[src/rtl/fwd_hazard_unit.sv]
// Forwarding-select and load-use stall generator for the EX-stage operand muxes.
// Define FWD_STALL_CNT_EN to build the saturating stall-cycle counter on stall_cnt_o.
module fwd_hazard_unit #(
  parameter int REG_W = 5,
  parameter int CNT_W = 16
) (
  input  logic             clk_i,
  input  logic             rst_i,
  input  logic [REG_W-1:0] id_rs_i,
  input  logic [REG_W-1:0] id_rt_i,
  input  logic [REG_W-1:0] id_dst_i,
  input  logic             id_regwrite_i,
  input  logic             id_memread_i,
  input  logic             flush_i,
  output logic [1:0]       fwd_a_o,
  output logic [1:0]       fwd_b_o,
  output logic             stall_o,
  output logic [CNT_W-1:0] stall_cnt_o
);

  localparam logic [REG_W-1:0] ZERO_REG  = {REG_W{1'b0}};
  localparam logic [1:0]       SEL_RF    = 2'd0;
  localparam logic [1:0]       SEL_MEMWB = 2'd1;
  localparam logic [1:0]       SEL_EXMEM = 2'd2;

  logic [REG_W-1:0] idex_rs_q, idex_rs_d;
  logic [REG_W-1:0] idex_rt_q, idex_rt_d;
  logic [REG_W-1:0] idex_dst_q, idex_dst_d;
  logic             idex_rw_q, idex_rw_d;
  logic             idex_mr_q, idex_mr_d;
  logic [REG_W-1:0] exmem_dst_q, exmem_dst_d;
  logic             exmem_rw_q, exmem_rw_d;
  logic [REG_W-1:0] memwb_dst_q, memwb_dst_d;
  logic             memwb_rw_q, memwb_rw_d;
  logic             stall_s;
  logic [1:0]       fwd_a_s, fwd_b_s;

  // Nearest producer wins; register 0 is hard-wired and never forwarded.
  function automatic logic [1:0] fwd_sel(
    input logic [REG_W-1:0] src,
    input logic [REG_W-1:0] em_dst,
    input logic             em_rw,
    input logic [REG_W-1:0] mw_dst,
    input logic             mw_rw
  );
    logic [1:0] sel;
    if (em_rw && (em_dst != ZERO_REG) && (em_dst == src)) begin
      sel = SEL_EXMEM;
    end else if (mw_rw && (mw_dst != ZERO_REG) && (mw_dst == src)) begin
      sel = SEL_MEMWB;
    end else begin
      sel = SEL_RF;
    end
    return sel;
  endfunction

  // Load-use detection; a flush squashes the consumer so it never stalls.
  always_comb begin
    stall_s = 1'b0;
    if (flush_i) begin
      stall_s = 1'b0;
    end else if (idex_mr_q && (idex_dst_q != ZERO_REG) &&
                 ((idex_dst_q == id_rs_i) || (idex_dst_q == id_rt_i))) begin
      stall_s = 1'b1;
    end else begin
      stall_s = 1'b0;
    end
  end

  // Operand selects from the registered shadow stages.
  always_comb begin
    fwd_a_s = fwd_sel(idex_rs_q, exmem_dst_q, exmem_rw_q, memwb_dst_q, memwb_rw_q);
    fwd_b_s = fwd_sel(idex_rt_q, exmem_dst_q, exmem_rw_q, memwb_dst_q, memwb_rw_q);
  end

  // Shadow pipeline advance with bubble insertion on stall or flush.
  always_comb begin
    exmem_dst_d = idex_dst_q;
    exmem_rw_d  = idex_rw_q;
    memwb_dst_d = exmem_dst_q;
    memwb_rw_d  = exmem_rw_q;
    idex_rs_d   = id_rs_i;
    idex_rt_d   = id_rt_i;
    idex_dst_d  = id_dst_i;
    idex_rw_d   = id_regwrite_i;
    idex_mr_d   = id_memread_i;
    if (stall_s || flush_i) begin
      idex_rs_d  = ZERO_REG;
      idex_rt_d  = ZERO_REG;
      idex_dst_d = ZERO_REG;
      idex_rw_d  = 1'b0;
      idex_mr_d  = 1'b0;
    end else begin
      idex_rs_d  = id_rs_i;
      idex_rt_d  = id_rt_i;
      idex_dst_d = id_dst_i;
      idex_rw_d  = id_regwrite_i;
      idex_mr_d  = id_memread_i;
    end
  end

  // Shadow stage registers.
  always_ff @(posedge clk_i or negedge rst_i) begin
    if (!rst_i) begin
      idex_rs_q   <= ZERO_REG;
      idex_rt_q   <= ZERO_REG;
      idex_dst_q  <= ZERO_REG;
      idex_rw_q   <= 1'b0;
      idex_mr_q   <= 1'b0;
      exmem_dst_q <= ZERO_REG;
      exmem_rw_q  <= 1'b0;
      memwb_dst_q <= ZERO_REG;
      memwb_rw_q  <= 1'b0;
    end else begin
      idex_rs_q   <= idex_rs_d;
      idex_rt_q   <= idex_rt_d;
      idex_dst_q  <= idex_dst_d;
      idex_rw_q   <= idex_rw_d;
      idex_mr_q   <= idex_mr_d;
      exmem_dst_q <= exmem_dst_d;
      exmem_rw_q  <= exmem_rw_d;
      memwb_dst_q <= memwb_dst_d;
      memwb_rw_q  <= memwb_rw_d;
    end
  end

  assign fwd_a_o = fwd_a_s;
  assign fwd_b_o = fwd_b_s;
  assign stall_o = stall_s;

`ifdef FWD_STALL_CNT_EN
  localparam logic [CNT_W-1:0] CNT_MAX = {CNT_W{1'b1}};
  localparam logic [CNT_W-1:0] CNT_ONE = {{(CNT_W-1){1'b0}}, 1'b1};

  logic [CNT_W-1:0] stall_cnt_q, stall_cnt_d;

  // Saturating count of stall cycles.
  always_comb begin
    stall_cnt_d = stall_cnt_q;
    if (stall_s && (stall_cnt_q != CNT_MAX)) begin
      stall_cnt_d = stall_cnt_q + CNT_ONE;
    end else begin
      stall_cnt_d = stall_cnt_q;
    end
  end

  // Counter register, cleared only by reset.
  always_ff @(posedge clk_i or negedge rst_i) begin
    if (!rst_i) begin
      stall_cnt_q <= {CNT_W{1'b0}};
    end else begin
      stall_cnt_q <= stall_cnt_d;
    end
  end

  assign stall_cnt_o = stall_cnt_q;
`else
  assign stall_cnt_o = {CNT_W{1'b0}};
`endif

endmodule

[config.mk]
export PLATFORM = sky130hd
export DESIGN_NAME = fwd_hazard_unit
export DESIGN_NICKNAME = d
export VERILOG_FILES = /design/src/rtl/fwd_hazard_unit.sv
export SDC_FILE = /design/constraint.sdc
export NUM_CORES = 1
export LEC_CHECK = 0
export CORE_UTILIZATION = 45
export CTS_BUF_LIST = sky130_fd_sc_hd__clkbuf_2
export DETAILED_ROUTE_END_ITERATION = 8
export DONT_BUFFER_PORTS = 1
export GPL_ROUTABILITY_DRIVEN = 1
export HOLD_SLACK_MARGIN = 0.08
export PLACE_DENSITY = 0.66
export SLEW_MARGIN = 20
export SYNTH_ARGS = -nofsm -noshare
export SYNTH_HDL_FRONTEND = slang
export SYNTH_SLANG_ARGS = --single-unit
[constraint.sdc]
create_clock -name clk_i -period 1.6 [get_ports clk_i]
set_input_delay 0.16 -clock clk_i [delete_from_list [all_inputs] [get_ports clk_i]]
set_output_delay 0.16 -clock clk_i [all_outputs]
set_load 0.1 [all_outputs]
==> metrics.md <==
| Metric | Value |
|---|---|
| Starting Density | `roughly 49%` |
| I/O pins | `slightly above 40` |
| R2R setup slack | `~0.01 ns` |
| Register area share after synthesis | `a little under half` |
| Avg Vias per Cell | `slightly below 5` |
| Max-slew violations | `0` |
| CP Launch Point | `exmem_dst_q[1]$_DFF_PN0_` |
| Max-cap check violation count | `0` |
| Placed instance area | `roughly 1800 um^2` |
| Clock latency on the worst-skew pair | `roughly 0.36 ns` |
| CP Launch Type | `register` |
| Combinational fraction of design power | `roughly 29%` |
| Drt total wl | `3.65 mm` |
| Clk_skew | `0.0159 ns` |
| CTS tree | `yes` |
| Post-Syn Instances | `134` |
| Final worst slack | `-0.671 ns` |
| Reg clk slew, reported paths | `0.15 ns` |
| Seq pwr share | `between 40 and 50%` |
| Initial antenna violation count | `0` |
| Psw | `roughly 620 uW` |
| VDD IR max | `0.886 mV` |
| Synth Register Bits | `29` |
| RePlAce Congestion | `between 0.8 and 0.9` |
| Outcome | `complete, but fails checks` |
| CP required | `1.44 ns` |
| Chip Width | `roughly 60 um` |
| Failing checks | `negative setup slack` |
| Min Tclk post-route | `~2.3 ns` |
| Input/output buffers | `0` |
| Syn_area_per_cell | `~11 um^2` |
| Worst Hold Class | `in -> async` |
| N_diodes | `0` |
| Fin area | `2290 um^2` |
| Largest net degree at the start of global routing | `30` |
| Num rows | `20` |
| DIE AREA | `between 3000 and 4000 um^2` |
| Final Hold Vio Count | `0` |
| CTS root buf | `clkbuf_2` |
| Peak Freq | `between 400 and 500 MHz` |
| Setup violators final | `5` |
| Clk sink count | `29` |
| DRT iter0 DRCs | `13` |
| Maximum fanout along the worst path | `2` |
| Pint | `approximately 1.2 mW` |
| Reg2reg start | `exmem_dst_d[1]$_DFF_PN0_` |
| RSZ-0062 raised after global routing | `yes` |
| First-pass GRT wire length | `around 5.4 mm` |
| CTS max path bufs | `2` |
| Via Count | `between 1000 and 1500` |
| Worst setup EP type | `output port` |
| Worst setup path end | `fwd_a_o[0]` |
| Grt ovf | `0` |
| Ys Warns | `0` |
| FF+latch area | `between 700 and 800 um^2` |
| Power per cell area | `just over 800 nW/um^2` |
| Clock buffer count from CTS | `5` |
| Reg2Reg Depth | `4` |
| WP data arrival | `roughly 2.1 ns` |
| Setup CP Type | `reg -> out` |
| Vias in the first global route | `around 1200` |
| Reg-to-Reg End | `idex_rt_q[2]$_DFF_PN0_` |
| DRC Markers | `0` |
| Gr usage total | `21.8%` |
| Clock Power Share | `27.4%` |
| Core area | `approximately 3100 um^2` |
| Die H | `between 60 and 70 um` |
| Drt pass-1 iters | `4` |
| H-tree depth | `2` |
| Fin crit share | `142%` |
| Footprint of the multi-input gates | `between 800 and 900 um^2` |
| Net Sw Frac | `around a third` |
| Antenna Nets Post-Route | `0` |
| Area grow syn2layout | `50.4%` |
| Final Power | `about 1.9 mW` |
| Distinct cell type count after synthesis | `21` |
| Share of cells above drive strength 1 | `about a third` |
| Fillers | `220` |
| Routed length per placed instance | `about 15 um` |
| Netlist Area Pre-Place | `~1500 um^2` |
| Final Net Count | `~220` |
| Leakage | `0.995 nW` |
-- power by group through the flow --
| stage | logic [mW] | registers, mW | clock network [mW] |
|---|---|---|---|
| floorplan | 0.379 | 0.820 | 0 |
| global placement | 0.411 | 0.818 | 0 |
| detailed placement | 0.417 | 0.820 | 0 |
| CTS | 0.510 | 0.806 | 0.520 |
| global route | 0.566 | 0.817 | 0.565 |
| finish | 0.541 | 0.811 | 0.509 |
-- flip-flops by register name (all words and copies together) (netlist names) --
register,cells
idex_mr_q,1
exmem_dst_d,5
exmem_dst_q,5
exmem_rw_d,1
memwb_dst_q,5
idex_rt_q,5
idex_rs_q,5
memwb_rw_q,1
exmem_rw_q,1
-- per-stage QoR --
step                hold slack, ns  cells  setup TNS (ns)  worst slack (ns)  util, %
floorplan                   -0.136    149           -2.80            -0.926        -
global placement            -0.135    196          -0.626            -0.222     56.6
detailed placement          -0.135    196          -0.814            -0.297     56.6
CTS                          0.207    241           -2.75            -0.656     71.2
global route                 0.190    241           -3.27            -0.750     73.3
finish                       0.215    241           -2.81            -0.671     73.3
-- Yosys cell counts --
library cell	n	share of area [%]
buf_6	1	0.74
nand2_1	2	0.49
clkbuf_1	1	0.25
o22ai_2	1	0.82
o21ai_1	2	0.66
conb_1	1	0.25
a21oi_1	7	2.3
or4_1	5	2.5
nor4_1	2	0.82
dfrtp_1	29	48
and3b_2	1	0.66
a21oi_2	10	5.7
xnor2_1	16	9.2
buf_4	16	7.9
buf_2	1	0.33
o21a_1	1	0.49
nand2b_1	17	7.0
xor2_1	14	8.0
nor4_2	2	1.6
buf_12	1	1.3
nand3_1	4	1.3
-- layout by cell type, fill, tap and decap left out, drive strengths merged --
cell type / Yosys / routed
a21oi: 17 / 17
and3b: 1 / 1
buf: 19 / 25
bufinv: 0 / 1
clkbuf: 1 / 6
clkinv: 0 / 1
conb: 1 / 16
dfrtp: 29 / 29
dlygate4sd3: 0 / 35
nand2: 2 / 2
nand2b: 17 / 17
nand3: 4 / 4
nor4: 4 / 4
o21a: 1 / 1
o21ai: 2 / 2
o22ai: 1 / 1
or4: 5 / 5
xnor2: 16 / 16
xor2: 14 / 14
-- worst max-delay path, stage by stage, from the launching register on --
cell and delay (ns):
dfrtp_1 0.43, or4_4 0.57, o21ai_4 0.24, nor4_4 0.09, nor4_4 0.19, buf_12 0.21
-- kinds of logic after synthesis --
family                 after synthesis  synth area share (%)
AND/OR/NAND/NOR                     33                  14.4
AO/OA/AOI/OAI                       21                  10.0
XOR/XNOR                            30                  17.2
flip-flops                          29                  47.6
other                                1                 0.246
buffers and inverters               20                  10.5
-- how the worst min path moves through the flow --
stage,from,end,slack (ns),depth (start not counted)
CTS,rst_i,idex_mr_q$_DFF_PN0_,0.21,2
finish,rst_i,exmem_dst_q[4]$_DFF_PN0_,0.22,2
global route,rst_i,exmem_rw_q$_DFF_PN0_,0.19,2
global placement,rst_i,exmem_dst_d[0]$_DFF_PN0_,-0.13,0
detailed placement,rst_i,exmem_dst_d[0]$_DFF_PN0_,-0.14,0
floorplan,rst_i,exmem_dst_d[0]$_DFF_PN0_,-0.14,0
-- per-layer routing --
layer | track usage (%) | share of wire [%] | up-vias
met5 | 0 | 0 | -
met4 | 11.6 | 2.8 | 0
met3 | 6.71 | 4.5 | 11
met2 | 41.1 | 57 | 41
met1 | 20.5 | 35 | 579
li1 | - | - | 537
-- cell type report --
cell class	count	area share [%]
Multi-Input combinational cell	100	35.8
Sequential cell	29	31.7
Timing Repair Buffer	60	27.3
Tap cell	44	2.40
Clock inverter	2	1.47
Clock buffer	6	1.31
-- timing repair --
item,CTS,global route
pin swaps,2,7
hold buffers,36,0
setup buffers,1,1
setup endpoints to repair,5,22
gates resized for setup,4,13
hold endpoints to repair,46,0
Note: power is estimated with default switching activity, not from simulation.
